`src/rtl/log_e_pkg.sv`:
```
// log_e_pkg: shared constants, state encoding and default widths for log_e
// No ports. Provides LN2 (Q0.32), the error value, default DATA_WIDTH/INT_BITS
// and the controller state enum.
package log_e_pkg;
   localparam int DEF_DATA_WIDTH = 32;
   localparam int DEF_INT_BITS   = 16;
   localparam logic [31:0] LN2     = 32'hB172_17F8;
   localparam logic [31:0] ERR_VAL = 32'h8000_0000;
   typedef enum logic [2:0] {IDLE, NORM, ITER, SCALE, DONE} state_t;
endpackage

```
`src/rtl/log_e_msb_find.sv`:
```
// log_e_msb_find: combinational priority encoder returning the highest set bit
// Ports:
//   i_x    [W-1:0]          operand
//   o_idx  [$clog2(W)-1:0]  index of the most significant set bit (0 when i_x==0)
//   o_zero                  high when i_x is all zeros
module log_e_msb_find #(
   parameter  int W  = 32,
   localparam int IW = $clog2(W)
)(
   input  logic [W-1:0]  i_x,
   output logic [IW-1:0] o_idx,
   output logic          o_zero
);
   always_comb begin
      o_idx = '0;
      for (int i = 0; i < W; i++)
         if (i_x[i]) o_idx = IW'(i);
   end
   assign o_zero = ~|i_x;
endmodule

```
`src/rtl/log_e.sv`:
```
// log_e: iterative fixed-point natural logarithm, y = ln(x) in Q(INT_BITS).FRAC_BITS
// Ports:
//   clk_i, rst_i       clock (rising edge), synchronous active-high reset
//   valid_i, ready_o   operand handshake; ready_o high only when idle
//   x_i                signed operand
//   valid_o, ready_i   result handshake; result held until ready_i
//   y_o                signed result, stable while valid_o
//   err_o              operand was <= 0 (y_o is then the most negative value)
//   log2_sel_i         only with LOG_E_LOG2_SEL_EN: 1 selects log2(x) instead of ln(x)
// Optional feature macro: LOG_E_LOG2_SEL_EN
module log_e
   import log_e_pkg::*;
#(
   parameter int DATA_WIDTH = DEF_DATA_WIDTH,
   parameter int INT_BITS   = DEF_INT_BITS
)(
   input  logic                  clk_i,
   input  logic                  rst_i,
   input  logic                  valid_i,
   output logic                  ready_o,
   input  logic [DATA_WIDTH-1:0] x_i,
   output logic                  valid_o,
   input  logic                  ready_i,
   output logic [DATA_WIDTH-1:0] y_o,
   output logic                  err_o
`ifdef LOG_E_LOG2_SEL_EN
   ,input logic                  log2_sel_i
`endif
);
   localparam int FB = DATA_WIDTH - INT_BITS;
   localparam int IW = $clog2(DATA_WIDTH);
   localparam int CW = $clog2(FB + 1);
   localparam int SW = 2 * FB + 2;
   localparam int PW = DATA_WIDTH + 33;
   localparam logic [DATA_WIDTH-1:0] ERR_Y = {ERR_VAL[31], {(DATA_WIDTH-1){1'b0}}};

   state_t                       r_state, w_next;
   logic [DATA_WIDTH-1:0]        r_x, r_y, w_ln, w_res;
   logic signed [DATA_WIDTH-1:0] r_acc;
   logic [FB:0]                  r_m, w_m0, w_m_nxt;
   logic [CW-1:0]                r_cnt;
   logic                         r_err, w_zero, w_nonpos;
   logic [IW-1:0]                w_p;
   int                           w_k;
   logic [SW-1:0]                w_sq;
   logic signed [PW-1:0]         w_prod;

   log_e_msb_find #(.W(DATA_WIDTH)) u_msb (.i_x(r_x), .o_idx(w_p), .o_zero(w_zero));

   assign w_nonpos = r_x[DATA_WIDTH-1] | w_zero;
   assign w_k      = int'(w_p) - FB;
   // align the leading one to bit FB, giving m in [1,2) as unsigned Q1.FB
   assign w_m0     = (FB+1)'(w_k >= 0 ? r_x >> w_k : r_x << -w_k);
   // m*m lies in [1,4); its top bit says whether the square reached 2.0
   assign w_sq     = SW'(r_m) * SW'(r_m);
   assign w_m_nxt  = (FB+1)'(w_sq[SW-1] ? w_sq >> (FB+1) : w_sq >> FB);
   // two's-complement product is exact modulo 2^PW, so the signed acc times unsigned LN2 is correct
   assign w_prod   = PW'(r_acc) * PW'({1'b0, LN2});
   assign w_ln     = DATA_WIDTH'((w_prod + (PW'(1) << 31)) >>> 32);

`ifdef LOG_E_LOG2_SEL_EN
   logic r_sel;
   always_ff @(posedge clk_i)
      if (rst_i) r_sel <= 1'b0;
      else if (r_state == IDLE && valid_i) r_sel <= log2_sel_i;
   assign w_res = r_sel ? r_acc : w_ln;
`else
   assign w_res = w_ln;
`endif

   always_ff @(posedge clk_i) r_state <= rst_i ? IDLE : w_next;

   always_comb begin
      w_next = r_state;
      case (r_state)
         IDLE:    if (valid_i) w_next = NORM;
         NORM:    w_next = w_nonpos ? DONE : ITER;
         ITER:    if (r_cnt == '0) w_next = SCALE;
         SCALE:   w_next = DONE;
         DONE:    if (ready_i) w_next = IDLE;
         default: w_next = IDLE;
      endcase
   end

   always_ff @(posedge clk_i) begin
      if (rst_i) begin
         r_x   <= '0;
         r_y   <= '0;
         r_err <= 1'b0;
         r_acc <= '0;
         r_m   <= '0;
         r_cnt <= '0;
      end else begin
         case (r_state)
            IDLE: if (valid_i) r_x <= x_i;
            NORM: begin
               if (w_nonpos) begin
                  r_y   <= ERR_Y;
                  r_err <= 1'b1;
               end else begin
                  r_m   <= w_m0;
                  r_acc <= DATA_WIDTH'(w_k) <<< FB;
                  r_cnt <= CW'(FB - 1);
               end
            end
            ITER: begin
               r_m          <= w_m_nxt;
               r_acc[r_cnt] <= w_sq[SW-1];
               r_cnt        <= r_cnt - 1'b1;
            end
            SCALE: begin
               r_y   <= w_res;
               r_err <= 1'b0;
            end
            default: ;
         endcase
      end
   end

   assign ready_o = r_state == IDLE;
   assign valid_o = r_state == DONE;
   assign y_o     = r_y;
   assign err_o   = r_err;
endmodule
```
`config.mk`:
```
export PLATFORM = sky130hd
export DESIGN_NAME = log_e
export DESIGN_NICKNAME = d
export VERILOG_FILES = /design/src/rtl/log_e_pkg.sv /design/src/rtl/log_e_msb_find.sv /design/src/rtl/log_e.sv
export SDC_FILE = /design/constraint.sdc
export NUM_CORES = 2
export LEC_CHECK = 0
export ABC_AREA = 1
export BUFFER_PORTS_ARGS = -buffer_cell sky130_fd_sc_hd__buf_2
export CORE_MARGIN = 2
export CORE_UTILIZATION = 40
export DETAILED_ROUTE_END_ITERATION = 10
export PLACE_DENSITY = 0.59
export RECOVER_POWER = 25
export SYNTH_ARGS = -nofsm -noshare
export SYNTH_HDL_FRONTEND = slang
export SYNTH_HIERARCHICAL = 1
export SYNTH_SLANG_ARGS = --single-unit
```
`constraint.sdc`:
```
create_clock -name clk_i -period 28.6 [get_ports clk_i]
set_input_delay 5.72 -clock clk_i [delete_from_list [all_inputs] [get_ports clk_i]]
set_output_delay 5.72 -clock clk_i [all_outputs]
set_load 0.01 [all_outputs]
```
==> impl_summary.txt <==
----------------------------------------------------
[Placement]
  Placed standard-cell area ... 37,860 um2
  Count of buffers inserted at the top-level ports ... 70
  DP Wirelength ... 93,430 um
  Placer congestion estimate ... 0.9551

[Die]
  Number of placed I/O pins ... 71
  Core Box Area ... 90,010 um2
  Std cell rows ... 110
  Starting density of the core ... 0.4031
  Die Footprint ... 93,130 um2
  Die Y-Extent ... 305.2 um
  Die X-Extent ... 305.2 um

[Clock network]
  H-tree levels ... 4
  Worst-case clock buffer depth ... 2
  Clock root buffer ... sky130_fd_sc_hd__clkbuf_16
  Number of CTS-inserted buffers ... 17
  Post-CTS Hold Fix Bufs ... 0
  # resized after CTS ... 0
  TritonCTS clock tree ... built
  Post-CTS setup-driven buffer insertion count ... 0
  Clock tree sinks ... 122
  Clock-pin slew on the worst setup and hold paths ... 60 ps
  Clock insertion delay at the later pin of the skew report ... 510 ps

[STA]
  Number of max-slew violations in the final report ... 127
  Post-Route Setup TNS ... 0 ps
  Setup repair after global routing missed its margin ... no
  Final Cycle Share ... 0.3364
  Final worst clock skew ... 21.20 ps
  Count of final hold-check violations ... 0
  Final setup violation count ... 0
  Hold_ws ... 461.6 ps
  Highest Clock Rate ... 103.9 MHz
  Final worst path period need ... 9622 ps
  Worst max-slew margin expressed relative to the limit ... -0.7544
  Actual transition at the worst max-transition pin ... 2632 ps

[Pwr]
  Leakage power figure ... 22.71 nW
  Total Power Consumption ... 3.392 mW
  Total power per unit cell area ... 88.15 nW/um2
  VDD IR-drop max ... 0.06048 mV

[Synth]
  Mean Syn Cell Area ... 7.209 um2
  Sequential fraction of the synthesis area ... 0.06731
  Synthesized netlist cell count ... 5,033
  Syn Std Cell Area ... 36,280 um2
  #FFs+latches synth ... 122
  Share of the synthesized area in the top cell type ... 0.3344
  Leading register cell type out of synthesis ... sky130_fd_sc_hd__dfxtp_1
  Number of different library cells in the post-synthesis netlist ... 53
  Post-synth EDFFs ... 0
  Post-Synthesis Net Count ... 6,076
  Top cells by area in the synthesized netlist ... sky130_fd_sc_hd__fa_1 33%, sky130_fd_sc_hd__inv_1 14%, sky130_fd_sc_hd__ha_1 14%
  Total number of yosys warnings ... 6
  Synth area leader ... sky130_fd_sc_hd__fa_1
  Async set or reset register ratio after synthesis ... 0

[Global routing]
  Pin count of the biggest net entering global routing ... 54
  Total global-route track usage ... 0.2419
  Congestion Overflow GR ... 0
  GRT met1 Usage ... 0.3077
  Global-route track usage on met3 ... 0.02281
  Number of antenna violations at the first check in global routing ... 0
  Busiest grt layer ... met2
  Global-route wire length before repair ... 174,900 um
  Met2 Use GR ... 0.4319
  Vias in the first global route ... 31,740

[Job]
  Max-cap violations ... 3

[Setup path]
  R2R cell count ... 32
  Critical path arrival ... 9860 ps
  Largest fanout of any net on the critical path ... 50
  Endpoint required time on the critical path ... 28,840 ps
  Kind of capture point of the worst setup path ... flip-flop
  Kind of start point of the critical path ... input pin
  Worst setup path class ... input pin to flip-flop

[Worst hold path]
  Number of cells traversed by the worst hold path ... 2
  Class of the tightest hold or removal check ... flip-flop to flip-flop

[Routing]
  Violation count after the first detailed-route iteration ... 1,626
  Count of TritonRoute iterations in the first routing pass ... 6
  Routed WL per cell ... 17.40 um
  Total via count in the routed design ... 30,480
  Final routed DRC violation total ... 0
  Detailed-route wire length ... 108,300 um
  Number of vias per cell after detailed routing ... 4.899
  Post-DRT Antenna Nets ... 0

[Final layout]
  Register Area ... 2446 um2
  Filler Cell Count ... 9,470
  Area of all placed cells without fillers ... 38,480 um2
  Total Nets Final ... 6,076
  Area growth from synthesis to layout ... 6.049%
  Fraction of layout instances using a drive strength above 1 ... 0.04361
  Area of the multi-input gates ... 28,180 um2

[Run status]
  Failing checks ... max-capacitance violations, max-slew violations
  Run status ... complete, but fails checks

----------------------------------------------------
## state kept, by name (all words and copies together) (netlist names)
name,count
err_o,1
r_acc,32
r_x,32
r_state,3
r_m,17
y_o,32
r_cnt,5
## critical path, cell delays in order
cell,delay [ps]
sky130_fd_sc_hd__clkbuf_1,1790
sky130_fd_sc_hd__clkbuf_1,1980
sky130_fd_sc_hd__nor2_1,290
## layout make-up
cell class	count	area share
flip-flops and latches	122	0.06357
clock inverters	11	0.004032
clock buffers	20	0.01213
diodes	1	0.00006504
multi-input cells	3408	0.7325
well taps	1176	0.03824
inverters	1387	0.1353
repair buffers	97	0.01415
## kinds of logic (layout without fill, tap and decap cells)
family / after synthesis / in the layout / share of synthesized area
and+or+nand+nor: 1815 / 1815 / 0.2085
buffers and inverters: 1503 / 1515 / 0.1562
adders and majority gates: 1007 / 1007 / 0.4727
AOI/OAI and AO/OA: 507 / 507 / 0.07614
DFF: 122 / 122 / 0.06731
xor gates and xnor gates: 76 / 76 / 0.01835
muxes: 3 / 3 / 0.0008621
other: 0 / 1 / 0
## Yosys cell counts, types with 3 or more instances
cell	n
sky130_fd_sc_hd__a211oi_1	13
sky130_fd_sc_hd__a21oi_1	216
sky130_fd_sc_hd__a31oi_1	29
sky130_fd_sc_hd__and2_1	3
sky130_fd_sc_hd__buf_1	4
sky130_fd_sc_hd__buf_2	11
sky130_fd_sc_hd__buf_4	3
sky130_fd_sc_hd__clkbuf_1	98
sky130_fd_sc_hd__clkinv_1	10
sky130_fd_sc_hd__dfxtp_1	122
sky130_fd_sc_hd__fa_1	606
sky130_fd_sc_hd__ha_1	401
sky130_fd_sc_hd__inv_1	1355
sky130_fd_sc_hd__inv_2	22
sky130_fd_sc_hd__nand2_1	1210
sky130_fd_sc_hd__nand2_2	12
sky130_fd_sc_hd__nand2_4	3
sky130_fd_sc_hd__nand3_1	216
sky130_fd_sc_hd__nand3_2	4
sky130_fd_sc_hd__nand3b_1	8
sky130_fd_sc_hd__nand4_1	29
sky130_fd_sc_hd__nor2_1	250
sky130_fd_sc_hd__nor2_2	22
sky130_fd_sc_hd__nor2_4	6
sky130_fd_sc_hd__nor3_1	17
sky130_fd_sc_hd__nor3_2	6
sky130_fd_sc_hd__nor4_1	6
sky130_fd_sc_hd__o2111ai_1	3
sky130_fd_sc_hd__o211ai_1	27
sky130_fd_sc_hd__o21a_1	4
sky130_fd_sc_hd__o21ai_0	187
sky130_fd_sc_hd__o21bai_1	8
sky130_fd_sc_hd__o221ai_1	4
sky130_fd_sc_hd__o22ai_1	6
sky130_fd_sc_hd__o31ai_1	3
sky130_fd_sc_hd__or2_1	4
sky130_fd_sc_hd__or2_2	10
sky130_fd_sc_hd__xnor2_1	35
sky130_fd_sc_hd__xor2_1	41
## stage by stage
stage | util | worst slack [ps] | std cells
2_1_floorplan | - | 19370 | 5033
3_3_place_gp | 0.4207 | 20260 | 6190
3_5_place_dp | 0.4207 | 20140 | 6190
4_1_cts | 0.4276 | 20120 | 6221
5_1_grt | 0.4274 | 18780 | 6221
6_report | 0.4275 | 18980 | 6222
## layout by cell type, fill, tap and decap left out, types with 6 or more instances in the layout
master / netlist / final
sky130_fd_sc_hd__a211oi_1: 13 / 13
sky130_fd_sc_hd__o211ai_1: 27 / 27
sky130_fd_sc_hd__buf_2: 11 / 69
sky130_fd_sc_hd__nor2_1: 250 / 250
sky130_fd_sc_hd__a21oi_1: 216 / 216
sky130_fd_sc_hd__nor3_1: 17 / 17
sky130_fd_sc_hd__nand3b_1: 8 / 8
sky130_fd_sc_hd__ha_1: 401 / 401
sky130_fd_sc_hd__nor4_1: 6 / 6
sky130_fd_sc_hd__o22ai_1: 6 / 6
sky130_fd_sc_hd__or2_2: 10 / 10
sky130_fd_sc_hd__buf_4: 3 / 25
sky130_fd_sc_hd__a31oi_1: 29 / 29
sky130_fd_sc_hd__nand2_2: 12 / 12
sky130_fd_sc_hd__dfxtp_1: 122 / 121
sky130_fd_sc_hd__fa_1: 606 / 606
sky130_fd_sc_hd__xor2_1: 41 / 41
sky130_fd_sc_hd__nor2_4: 6 / 6
sky130_fd_sc_hd__nand3_1: 216 / 216
sky130_fd_sc_hd__inv_1: 1355 / 1354
sky130_fd_sc_hd__xnor2_1: 35 / 35
sky130_fd_sc_hd__clkinv_1: 10 / 10
sky130_fd_sc_hd__o21ai_0: 187 / 187
sky130_fd_sc_hd__nor2_2: 22 / 22
sky130_fd_sc_hd__nand2_1: 1210 / 1210
sky130_fd_sc_hd__o21bai_1: 8 / 8
sky130_fd_sc_hd__inv_2: 22 / 23
sky130_fd_sc_hd__clkbuf_16: 0 / 17
sky130_fd_sc_hd__nand4_1: 29 / 29
## routing by layer
| layer | share of wire | vias to the layer above |
|---|---|---|
| met5 | 0 | - |
| met3 | 0.036 | 148 |
| li1 | - | 15020 |
| met4 | 0.032 | 0 |
| met1 | 0.44 | 14680 |
| met2 | 0.49 | 632 |
## power breakdown
part | switching, mW | internal (mW)
registers | 0.118 | 0.201
logic | 1.87 | 0.956
clock network | 0.102 | 0.145
total | 2.09 | 1.30
## path summary, 6_finish.rpt
kind,start,to,slack [ps]
worst min register to register,y_o[6],y_o[6],460
worst max-delay path,rst_i,r_state[1],18980
worst max register to register,r_acc[30],y_o[23],20060
worst min-delay path,y_o[6],y_o[6],460
No activity file was read; power rests on OpenSTA's default activity.
